### config.mk
export PLATFORM = sky130hd
export DESIGN_NAME = branch_predictor
export DESIGN_NICKNAME = d
export VERILOG_FILES = /design/src/rtl/branch_predictor_pkg.sv /design/src/rtl/bp_sat_counter.sv /design/src/rtl/branch_predictor.sv
export SDC_FILE = /design/constraint.sdc
export NUM_CORES = 2
export LEC_CHECK = 0
export CAP_MARGIN = 20
export CORE_MARGIN = 5
export CORE_UTILIZATION = 57
export CTS_CLUSTER_SIZE = 8
export DETAILED_ROUTE_END_ITERATION = 10
export DONT_BUFFER_PORTS = 1
export MAX_ROUTING_LAYER = met4
export PLACE_DENSITY = 0.72
export SYNTH_ARGS = -nofsm -noshare
export SYNTH_HDL_FRONTEND = slang
export SYNTH_SLANG_ARGS = --single-unit
### constraint.sdc
create_clock -name CLK -period 8.4 [get_ports CLK]
set_input_delay 1.68 -clock CLK [delete_from_list [all_inputs] [get_ports CLK]]
set_output_delay 1.68 -clock CLK [all_outputs]
set_load 0.02 [all_outputs]
### src/rtl/branch_predictor_pkg.sv
// -----------------------------------------------------------------------------
// branch_predictor_pkg
// Shared types and helpers for the branch target buffer.
//   btb_entry_t    : one BTB entry (valid, tag, target, direction counter).
//                    Fields are sized for the widest supported build; a given
//                    instance only uses the low WORD_W / TAG_W / CTR_W bits.
//                    The unused high bits are held at zero.
//   ctr_weak_nt()  : "weakly not-taken" counter value for a given width.
//   ctr_weak_t()   : "weakly taken" counter value for a given width.
//   sat_ctr_next() : saturating up/down step of a direction counter.
// -----------------------------------------------------------------------------
package branch_predictor_pkg;

    localparam int unsigned BP_MAX_W     = 64;
    localparam int unsigned BP_MAX_CTR_W = 8;

    typedef struct packed {
        logic                    valid;
        logic [BP_MAX_W-1:0]     tag;
        logic [BP_MAX_W-1:0]     target;
        logic [BP_MAX_CTR_W-1:0] ctr;
    } btb_entry_t;

    // Largest value with MSB clear: 01 for 2 bits, 0 for a 1-bit counter.
    function automatic logic [BP_MAX_CTR_W-1:0] ctr_weak_nt(input int unsigned width);
        logic [BP_MAX_CTR_W:0] v;
        v = (9'd1 << (width - 32'd1)) - 9'd1;
        return v[BP_MAX_CTR_W-1:0];
    endfunction

    // Smallest value with MSB set: 10 for 2 bits, 1 for a 1-bit counter.
    function automatic logic [BP_MAX_CTR_W-1:0] ctr_weak_t(input int unsigned width);
        logic [BP_MAX_CTR_W:0] v;
        v = 9'd1 << (width - 32'd1);
        return v[BP_MAX_CTR_W-1:0];
    endfunction

    // Move the counter one step toward the outcome without wrapping.
    function automatic logic [BP_MAX_CTR_W-1:0] sat_ctr_next(
        input logic [BP_MAX_CTR_W-1:0] ctr,
        input logic                    taken,
        input int unsigned             width
    );
        logic [BP_MAX_CTR_W:0]   max_full;
        logic [BP_MAX_CTR_W-1:0] max_v;
        logic [BP_MAX_CTR_W-1:0] res;
        max_full = (9'd1 << width) - 9'd1;
        max_v    = max_full[BP_MAX_CTR_W-1:0];
        if (taken) begin
            res = (ctr >= max_v) ? max_v : ctr + 8'd1;
        end else begin
            res = (ctr == 8'd0) ? 8'd0 : ctr - 8'd1;
        end
        return res;
    endfunction

endpackage

### src/rtl/bp_sat_counter.sv
// -----------------------------------------------------------------------------
// bp_sat_counter
// Purely combinational next-state of one saturating direction counter.
//   i_ctr      : current counter value
//   i_taken    : resolved outcome (1 = count up, 0 = count down)
//   o_ctr_next : saturated next value
// -----------------------------------------------------------------------------
module bp_sat_counter
    import branch_predictor_pkg::*;
#(
    parameter int unsigned CTR_W = 2
) (
    input  logic [CTR_W-1:0] i_ctr,
    input  logic             i_taken,
    output logic [CTR_W-1:0] o_ctr_next
);

    // Next counter value, computed at full helper width and narrowed back.
    always_comb begin
        o_ctr_next = CTR_W'(sat_ctr_next(BP_MAX_CTR_W'(i_ctr), i_taken, CTR_W));
    end

endmodule

### src/rtl/branch_predictor.sv
// -----------------------------------------------------------------------------
// branch_predictor
// Direct-mapped branch target buffer with per-entry saturating direction
// counters. Fetch gets a same-cycle predicted next PC; resolved branches from
// the back end train the table on the clock edge.
//
// Ports
//   CLK, RST          : clock, synchronous active-high reset
//   lookup_pc         : current fetch address
//   pred_hit          : valid entry with matching tag
//   pred_taken        : hit and counter MSB set
//   pred_target       : stored target when predicted taken, else lookup_pc+4
//   upd_valid/upd_pc/upd_taken/upd_target/upd_mispredict : resolved branch
//   flush_all         : invalidate every entry (dominates an update)
//   stat_lookups      : saturating count of cycles with pred_hit
//   stat_mispredicts  : saturating count of upd_valid & upd_mispredict
//
// Build option
//   BP_UPDATE_BYPASS_EN : when defined, a lookup to the same index as a
//   concurrent update sees the post-update entry in the same cycle.
// -----------------------------------------------------------------------------
module branch_predictor
    import branch_predictor_pkg::*;
#(
    parameter  int unsigned ENTRIES = 16,
    parameter  int unsigned WORD_W  = 32,
    parameter  int unsigned CTR_W   = 2,
    localparam int unsigned IDX_W   = $clog2(ENTRIES),
    localparam int unsigned TAG_W   = WORD_W - IDX_W - 2
) (
    input  logic              CLK,
    input  logic              RST,
    input  logic [WORD_W-1:0] lookup_pc,
    output logic              pred_hit,
    output logic              pred_taken,
    output logic [WORD_W-1:0] pred_target,
    input  logic              upd_valid,
    input  logic [WORD_W-1:0] upd_pc,
    input  logic              upd_taken,
    input  logic [WORD_W-1:0] upd_target,
    input  logic              upd_mispredict,
    input  logic              flush_all,
    output logic [31:0]       stat_lookups,
    output logic [31:0]       stat_mispredicts
);

    btb_entry_t          r_table [ENTRIES];
    logic [31:0]         r_stat_lookups;
    logic [31:0]         r_stat_mispredicts;

    logic [IDX_W-1:0]    w_lookup_idx;
    logic [IDX_W-1:0]    w_upd_idx;
    logic [BP_MAX_W-1:0] w_lookup_tag;
    logic [BP_MAX_W-1:0] w_upd_tag;

    btb_entry_t          w_upd_cur;
    btb_entry_t          w_upd_next;
    logic                w_upd_hit;
    logic                w_upd_we;
    logic [CTR_W-1:0]    w_ctr_next;
    btb_entry_t          w_look_entry;

    // Index from the word-address bits, tag from everything above; bits [1:0] ignored.
    always_comb begin
        w_lookup_idx = lookup_pc[IDX_W+1:2];
        w_upd_idx    = upd_pc[IDX_W+1:2];
        w_lookup_tag = BP_MAX_W'(lookup_pc[WORD_W-1:IDX_W+2]);
        w_upd_tag    = BP_MAX_W'(upd_pc[WORD_W-1:IDX_W+2]);
    end

    // Only the entry addressed by the update can change, so one counter suffices.
    bp_sat_counter #(
        .CTR_W (CTR_W)
    ) u_sat_counter (
        .i_ctr      (w_upd_cur.ctr[CTR_W-1:0]),
        .i_taken    (upd_taken),
        .o_ctr_next (w_ctr_next)
    );

    // Post-update image of the addressed entry and its write enable.
    always_comb begin
        w_upd_cur  = r_table[w_upd_idx];
        w_upd_hit  = w_upd_cur.valid && (w_upd_cur.tag == w_upd_tag);
        w_upd_next = w_upd_cur;
        w_upd_we   = 1'b0;
        if (upd_valid && !flush_all) begin
            if (w_upd_hit) begin
                w_upd_we       = 1'b1;
                w_upd_next.ctr = BP_MAX_CTR_W'(w_ctr_next);
                if (upd_taken) begin
                    w_upd_next.target = BP_MAX_W'(upd_target);
                end else begin
                    w_upd_next.target = w_upd_cur.target;
                end
            end else if (upd_taken) begin
                // Allocation replaces whatever occupied the slot.
                w_upd_we          = 1'b1;
                w_upd_next.valid  = 1'b1;
                w_upd_next.tag    = w_upd_tag;
                w_upd_next.target = BP_MAX_W'(upd_target);
                w_upd_next.ctr    = ctr_weak_t(CTR_W);
            end else begin
                w_upd_we = 1'b0;
            end
        end else begin
            w_upd_we = 1'b0;
        end
    end

    // Entry seen by the fetch-side lookup.
    always_comb begin
        w_look_entry = r_table[w_lookup_idx];
`ifdef BP_UPDATE_BYPASS_EN
        if (upd_valid && (w_upd_idx == w_lookup_idx)) begin
            if (flush_all) begin
                w_look_entry.valid = 1'b0;
            end else begin
                w_look_entry = w_upd_next;
            end
        end else begin
            w_look_entry = r_table[w_lookup_idx];
        end
`endif
    end

    // Zero-latency prediction; PC+4 wraps modulo 2^WORD_W.
    always_comb begin
        pred_hit    = w_look_entry.valid && (w_look_entry.tag == w_lookup_tag);
        pred_taken  = pred_hit && w_look_entry.ctr[CTR_W-1];
        if (pred_taken) begin
            pred_target = WORD_W'(w_look_entry.target);
        end else begin
            pred_target = lookup_pc + WORD_W'(32'd4);
        end
    end

    // Table write: reset first, then flush (drops any update), then the update.
    always_ff @(posedge CLK) begin
        if (RST) begin
            for (int i = 0; i < int'(ENTRIES); i++) begin
                r_table[i].valid  <= 1'b0;
                r_table[i].tag    <= '0;
                r_table[i].target <= '0;
                r_table[i].ctr    <= ctr_weak_nt(CTR_W);
            end
        end else if (flush_all) begin
            // Only valid bits are cleared; tag, target and counter survive.
            for (int i = 0; i < int'(ENTRIES); i++) begin
                r_table[i].valid <= 1'b0;
            end
        end else if (w_upd_we) begin
            r_table[w_upd_idx] <= w_upd_next;
        end else begin
            r_table[w_upd_idx] <= r_table[w_upd_idx];
        end
    end

    // Saturating statistics counters.
    always_ff @(posedge CLK) begin
        if (RST) begin
            r_stat_lookups     <= 32'd0;
            r_stat_mispredicts <= 32'd0;
        end else begin
            if (pred_hit && (r_stat_lookups != 32'hFFFF_FFFF)) begin
                r_stat_lookups <= r_stat_lookups + 32'd1;
            end else begin
                r_stat_lookups <= r_stat_lookups;
            end
            if (upd_valid && upd_mispredict && (r_stat_mispredicts != 32'hFFFF_FFFF)) begin
                r_stat_mispredicts <= r_stat_mispredicts + 32'd1;
            end else begin
                r_stat_mispredicts <= r_stat_mispredicts;
            end
        end
    end

    assign stat_lookups     = r_stat_lookups;
    assign stat_mispredicts = r_stat_mispredicts;

endmodule
# [Word-level counts from Yosys, hierarchy flattened]
# Memories as Yosys holds them, arrays and structs flattened.
# Index checks and enable logic that the tools add are counted.
[classes] addsub=5 n_lt_le_gt_ge=1 eq_ne=4 n_mux=45 n_bitwise=17 n_reduce_logical=10
[ops] operator="$mux W137" count=4
[ops] operator="$reduce_or A137 Y1" count=1
[ops] operator="$eq A64 B26 Y1" count=2
[ops] operator="$mux W72" count=1
[ops] operator="$mux W65" count=1
[ops] operator="$add A32 B1 Y32 const B" count=2
[ops] operator="$mux W64" count=1
[ops] operator="$ne A32 B32 Y1 const B" count=2
[ops] operator="$add A32 B3 Y32 const B" count=1
[ops] operator="$mux W1" count=32
[ops] operator="$mux W32" count=1
[ops] operator="$or A1 B1 Y1" count=17
[ops] operator="$mux W2" count=4
[ops] operator="$logic_and A1 B1 Y1" count=7
[ops] operator="$mux W4" count=1
[ops] operator="$add A2 B1 Y2 const B" count=1
[ops] operator="$ge A2 B2 Y1 const B" count=1
[ops] operator="$logic_not A2 Y1" count=1
[ops] operator="$sub A2 B1 Y2 const B" count=1
[ops] operator="$logic_not A1 Y1" count=1
[totals] ff_bits=64 mem_bits_rw=2192 inputBits=102 output_inout_bits=98 elab_cells=85 n_memories=1
[memory_table] memory="r_table" words=16 width=137 read_ports=2 rd_ports_with_merged_regs=0 wr=16 line="branch_predictor.sv:47" rtl="btb_entry_t r_table [ENTRIES];"

# [Logic depth before layout (Yosys ltp)]
# An unclocked memory read counts as a cell.
[depth] ltp_word=12 mapped_depth=16

# [Hierarchy]
# A second synthesis with hierarchy kept.
[hier_totals] hier_cells=5943 hier_area_um2=83047.1
[modules_own_cells] mod="branch_predictor" instances=1 cells_per_inst=5940 area_each_um2=83020.9 seq_area_each_um2=48846.8
[modules_own_cells] mod="bp_sat_counter" instances=1 cells_per_inst=3 area_each_um2=26.3 seq_area_each_um2=0.0

# [Least setup slack after synthesis]
# OpenSTA, ideal clock, no wires.
[synth_timing] path_kind="in2reg" start="input port upd_pc[2]" end="memory r_table[12][0] in the netlist's numbering, data pin" t_arrival_ps=6789 slack_ps=1456 cell_stages=12 path_buffers=8 path_cell_list="buf_2 -> buf_6 -> buf_6 -> buf_2 -> buf_4 -> buf_2 -> clkbuf_1 -> clkbuf_1 -> nor4_1 -> nand2_1 -> nand2b_1 -> a21boi_1"
[synth_lines] element="start, declared" line="branch_predictor.sv:38" rtl="input logic [WORD_W-1:0] upd_pc,"
[synth_lines] element="end, declared" line="branch_predictor.sv:47"

# [Worst setup path after layout]
[layout_timing] start="input port lookup_pc[3]" end="output port pred_target[21]"
[layout_via] elab_chain_cells=5
[layout_rtl] element="start, declared" line="branch_predictor.sv:33" rtl="input logic [WORD_W-1:0] lookup_pc,"
[layout_rtl] element="$mem_v2 Z16 W137"
[layout_rtl] element="$eq A64 B26 Y1" line="branch_predictor.sv:128" rtl="pred_hit = w_look_entry.valid && (w_look_entry.tag == w_lookup_tag);"
[layout_rtl] element="$logic_and A1 B1 Y1" line="branch_predictor.sv:128"
[layout_rtl] element="$logic_and A1 B1 Y1" line="branch_predictor.sv:129" rtl="pred_taken = pred_hit && w_look_entry.ctr[CTR_W-1];"
[layout_rtl] element="$mux W32 *" line="branch_predictor.sv:130" rtl="if (pred_taken) begin"
[layout_rtl] element="end, declared" line="branch_predictor.sv:36" rtl="output logic [WORD_W-1:0] pred_target,"
# Every way passes the cells marked *; elsewhere a longest branch is shown, timed or not.

==> metrics <==
port bufs 0; actual slew at the worst max-slew pin 1780 ps; Syn. warnings 0; Ports 200; Setup Total Neg Slack 0 ps; postcts setup bufs 0; num rows 140; core box area 146,000 µm²; flops & latches, synth roughly 1,600; initial antenna violation count 16; clock root buffer clkbuf_16; fmax between 100 and 150 MHz; Clock Latency Late Sink 870 ps; maxcap violations 0; top_reg_cell synth edfxtp_1; CTS Sinks around 1,600; Final nets around 5,800; status finished, violations left; Clock Path Buffers 3; Mapped Area ~84,000 µm²; routability cong. 0.937; min Tclk post-route 7470 ps; post-route ant nets 0; Fin Hold WS 597 ps; first-pass GRT wire length 402,000 µm; placed cell count 7,392; startpoint types primary input; hold buffer count at CTS 0; Power Total 0.0196 W; wirelength, routed approximately 280,000 µm; syn_nets 6,050; post-synthesis async set-or-reset flop share 0; post-CTS sizing 0; Post-synth EDFFs 1,584; failing checks slew limit; DRT iter0 DRCs 10,400; clk_skew 32.0 ps; Final Setup Violations 0; Post-DP Area 85,200 µm²; power per cell area 214 nW/µm²; synth-to-layout area growth 9.03%; Hold Fails Final Rpt 0; Die X 393 µm; initial core utilization 0.574; clk slew on worst S/H paths 50 ps; Final Instance Area 91,400 µm²; Residual DRC 0; Die Height 393 µm; Finished Layout Cells 7,680; Peak VDD IR 0.190 mV; H-tree Lvls 4; share of cells above drive strength 1 0.218; CP Capture Type output pin; placed wire-length estimate 152,000 µm; Slew Limit Fails 113; CTS tree built; TritonCTS Buffers 225; DR vias/cell 7.70; Avg WL per Cell 36.3 µm; final worst-path cycle share 0.890; Mapped Cells 5,945; Worst Hold Class reg2reg; Crit path arrival time 5790 ps; Cell variety after synth 82; total grt overflow 0; critical setup path kind in2out; P_leak 30.9 nW; Total Routing Usage GR 0.365; relative slew slack -0.189; Die Footprint 155,000 µm²; RSZ-0062 raised after global routing false; Req. time, crit path 6720 ps; total number of vias 59,200; Syn Area/Cell 14.1 µm²; number of global-route vias before repair 58,600; CP max FO 253; first drt pass iteration count 8; largest net degree at the start of global routing 400; Seq/Total Area, Yosys 0.583
## kinds of logic (layout without fill, tap and decap cells)
group | Yosys count | in the layout | share of synthesized area
xor+xnor | 99 | 99 | 0.0103
buf+inv | 648 | 447 | 0.0334
simple gates | 1989 | 1989 | 0.115
compound gates | 657 | 657 | 0.0498
mux | 900 | 900 | 0.208
flops | 1648 | 1648 | 0.583
other cells | 0 | 19 | 0
fa+ha+maj | 4 | 4 | 0.000567
## area by class of cell
cell class | count | area [µm²]
fill | 10500 | 54500
multi-input combinational | 3649 | 32500
clock inverter | 19 | 358
sequential | 1648 | 48800
inverter | 25 | 96.3
clock buffer | 232 | 5660
antenna | 19 | 47.5
timing repair buffer | 171 | 1480
tap | 1917 | 2400
## sequential cells by signal, indices dropped and copies added (netlist names)
register          flops
stat_mispredicts     32
r_table            1584
stat_lookups         32
## synth_stat cells, types with 22 or more instances
master    count  area [µm²]
mux2_2       58         653
nand3_1      71         355
nand4_1      54         338
a22oi_1      32         240
a22o_1       78         683
buf_4        23         173
xnor2_1      57         499
or3_1        36         225
buf_2       140         701
xor2_1       42         368
dfxtp_1      64        1280
buf_1        62         233
o21ai_0      50         250
nor2_2       26         163
a21oi_1     342        1710
edfxtp_1   1584       47600
nor4_1      116         726
nor2_1      629        2360
inv_1        22        82.6
and3_1       24         150
nand2_1     116         435
clkbuf_1    384        1440
nor3_1      807        4040
mux4_2      669       15100
mux2i_1     173        1730
## where the power goes
part / internal, W / switching (W)
clock network: 0.00471 / 0.00340
registers: 0.00934 / 0.000178
logic: 0.000769 / 0.00120
total: 0.0148 / 0.00478
## final timing paths
check / startpoint / end / slack [ps] / depth (start not counted)
worst max-delay path: lookup_pc[3] / pred_target[21] / 930 / 10
worst min-delay path: stat_mispredicts[27] / stat_mispredicts[27] / 600 / 2
worst max register to register: r_table[10][126] / r_table[3][87] / 2800 / 10
worst min register to register: stat_mispredicts[27] / stat_mispredicts[27] / 600 / 2
## through the flow
stage                     setup slack [ps]  utilization
after floorplan                       1460            -
after global placement                1150        0.583
after detailed placement              1140        0.584
after CTS                             1100        0.625
after global routing                  1070        0.626
final                                  925        0.626
## layer usage
metal | GRT usage | vias up | wire length [µm]
met5 | - | - | 0
met4 | 0.182 | 0 | 16700
met3 | 0.109 | 1033 | 42800
met2 | 0.542 | 5379 | 128000
met1 | 0.463 | 29600 | 91200
li1 | - | 23100 | -
## critical path, stage by stage
cell and delay, ps:
and2_1 510, a221o_1 390, o22ai_1 520, xnor2_1 250, nand4_1 270, or3_1 460
nor4_2 600, nand2_2 70, buf_4 340, mux2_2 430
## cell usage in the layout (no fill, tap or decap), drive strengths merged, types with 42 or more instances in the layout
cell type,Yosys,final
nand4,54,54
mux2,58,58
mux4,669,669
clkbuf,384,232
nand3,80,80
xor2,42,42
edfxtp,1584,1584
nor2,655,655
a22o,78,78
nand2,116,116
buf,239,171
mux2i,173,173
nor4,118,118
dfxtp,64,64
xnor2,57,57
a21oi,360,360
o21ai,65,65
nor3,807,807
No activity file was read; power rests on OpenSTA's default activity.
==> variant (same settings) <==
The parameter `WORD_W` goes from 32 to 16.
--- a/src/rtl/branch_predictor.sv
+++ b/src/rtl/branch_predictor.sv
@@ -23,7 +23,7 @@
     import branch_predictor_pkg::*;
 #(
     parameter  int unsigned ENTRIES = 16,
-    parameter  int unsigned WORD_W  = 32,
+    parameter  int unsigned WORD_W  = 16,
     parameter  int unsigned CTR_W   = 2,
     localparam int unsigned IDX_W   = $clog2(ENTRIES),
     localparam int unsigned TAG_W   = WORD_W - IDX_W - 2
Interface: changed (resized lookup_pc, pred_target, upd_pc and upd_target); port bits go from 200 to 136. The function was not compared with the original's and may differ.
==> variant against the unedited design <==
Routed wire length is 28% lower; synthesized area is 21% lower; clock skew is 0.011 ns higher; sequential cell count is 256 lower; total power is 16% lower; combinational power is 29% lower; final area is 20% lower; setup slack worse by 0.072 ns; cell count is 18% lower; highest routed layer unchanged.
==> variant: results (changes against the unedited design) <==
- Number of different library cells in the post-synthesis netlist: 70 (-15%)
- GR Util met2: 49.1% (-5.1 points)
- Met2 WL: 91.1 mm (-29%)
- Total placed instance area: 68200 um2 (-20%)
- Instance count of the mapped netlist: 4745 (-20%)
- Clk_lat worst skew: 0.79 ns (-0.08 ns)
- Peak supply drop: 0.221 mV (+16%)
- Vias per cell: 7.12 (-7.5%)
- Crit path max-delay family: compound AO/OA/AOI/OAI gates
- Dominant cells by area after synthesis: sky130_fd_sc_hd__edfxtp_1 (60%), sky130_fd_sc_hd__mux4_2 (16%), sky130_fd_sc_hd__nor2_1 (8.2%), sky130_fd_sc_hd__dfxtp_1 (1.9%), sky130_fd_sc_hd__nor4_1 (1.4%)
- Status: completed
- CTS buffer count: 192 (-15%)
- Crit path largest cell delay: 1.02 ns (+0.42 ns)
- DR vias: 44.6k (-25%)
- Cell Count Post-Placement: 6011 (-19%)
- Routed wire per std cell: 31.9 um (-12%)
- Met1 track demand over resource: 44.1% (-2.2 points)
- Hpwl dp: 116 mm (-24%)
- Initial DRC count: 6972 (-33%)
- Leakage: 25.3 nW (-18%)
- DR pass1 iterations: 6 (-2)
- Worst Path Arrival: 5.87 ns (+0.08 ns)
- Part of the Yosys area used for sequential elements: 61.8% (+3.6 points)
- Worst slew margin relative to its limit: 17.3% (+36 points)
- Post-placement setup slack: 1.20 ns (+0.0693 ns)
- Biggest fanout along the worst timing path: 142 (-44%)
- GR Util met3: 9.49% (-1.4 points)
- Total track usage: 33.3% (-3.2 points)
- Number of flip-flops under the largest register name: 1328 (-16%)
variant: cell count changes after synthesis, sizes merged, moves of 83 or more:
cell    delta
clkbuf   -132
nor3     -755
mux2i    -107
buf       -83
nor2     +795
mux4     -186
edfxtp   -256
a21oi    -326
variant: final timing paths:
check	startpoint	to	slack, ns	cells after the start
worst max-delay path	lookup_pc[3]	pred_target[14]	0.85	10
worst min-delay path	stat_mispredicts[26]	stat_mispredicts[26]	0.61	2
worst max register to register	r_table[9][104]	r_table[1][94]	2.77	10
worst min register to register	stat_mispredicts[26]	stat_mispredicts[26]	0.61	2
variant: area by class of cell:
type | count | area (um2)
Timing Repair Buffer | 153 | 1220
Antenna cell | 3 | 7.51
Inverter | 14 | 52.6
Tap cell | 1524 | 1910
Clock buffer | 236 | 5100
Sequential cell | 1392 | 41200
Clock inverter | 10 | 143
Fill cell | 8248 | 42600
Multi-Input combinational cell | 2931 | 23800
variant: cells by family after synthesis:
| family | Yosys count | share of synthesized area, % |
|---|---|---|
| buffers and inverters | 422 | 2.74 |
| AOI/OAI and AO/OA | 241 | 2.94 |
| DFF | 1392 | 61.8 |
| muxes | 596 | 18.1 |
| xor gates and xnor gates | 63 | 0.829 |
| adders and majority gates | 4 | 0.0715 |
| and+or+nand+nor | 2027 | 13.4 |
variant: where the power goes:
part | internal, W | leakage [nW] | switching [W]
clock | 0.00417 | 2.55 | 0.00280
sequential | 0.00787 | 14.2 | 0.000153
combinational | 0.000545 | 8.48 | 0.000846
total | 0.0126 | 25.3 | 0.00380
variant: worst min-delay path: stages (launching register included):
cell and delay, ns:
sky130_fd_sc_hd__dfxtp_1 0.39, sky130_fd_sc_hd__o21ai_0 0.11, sky130_fd_sc_hd__a21oi_1 0.06
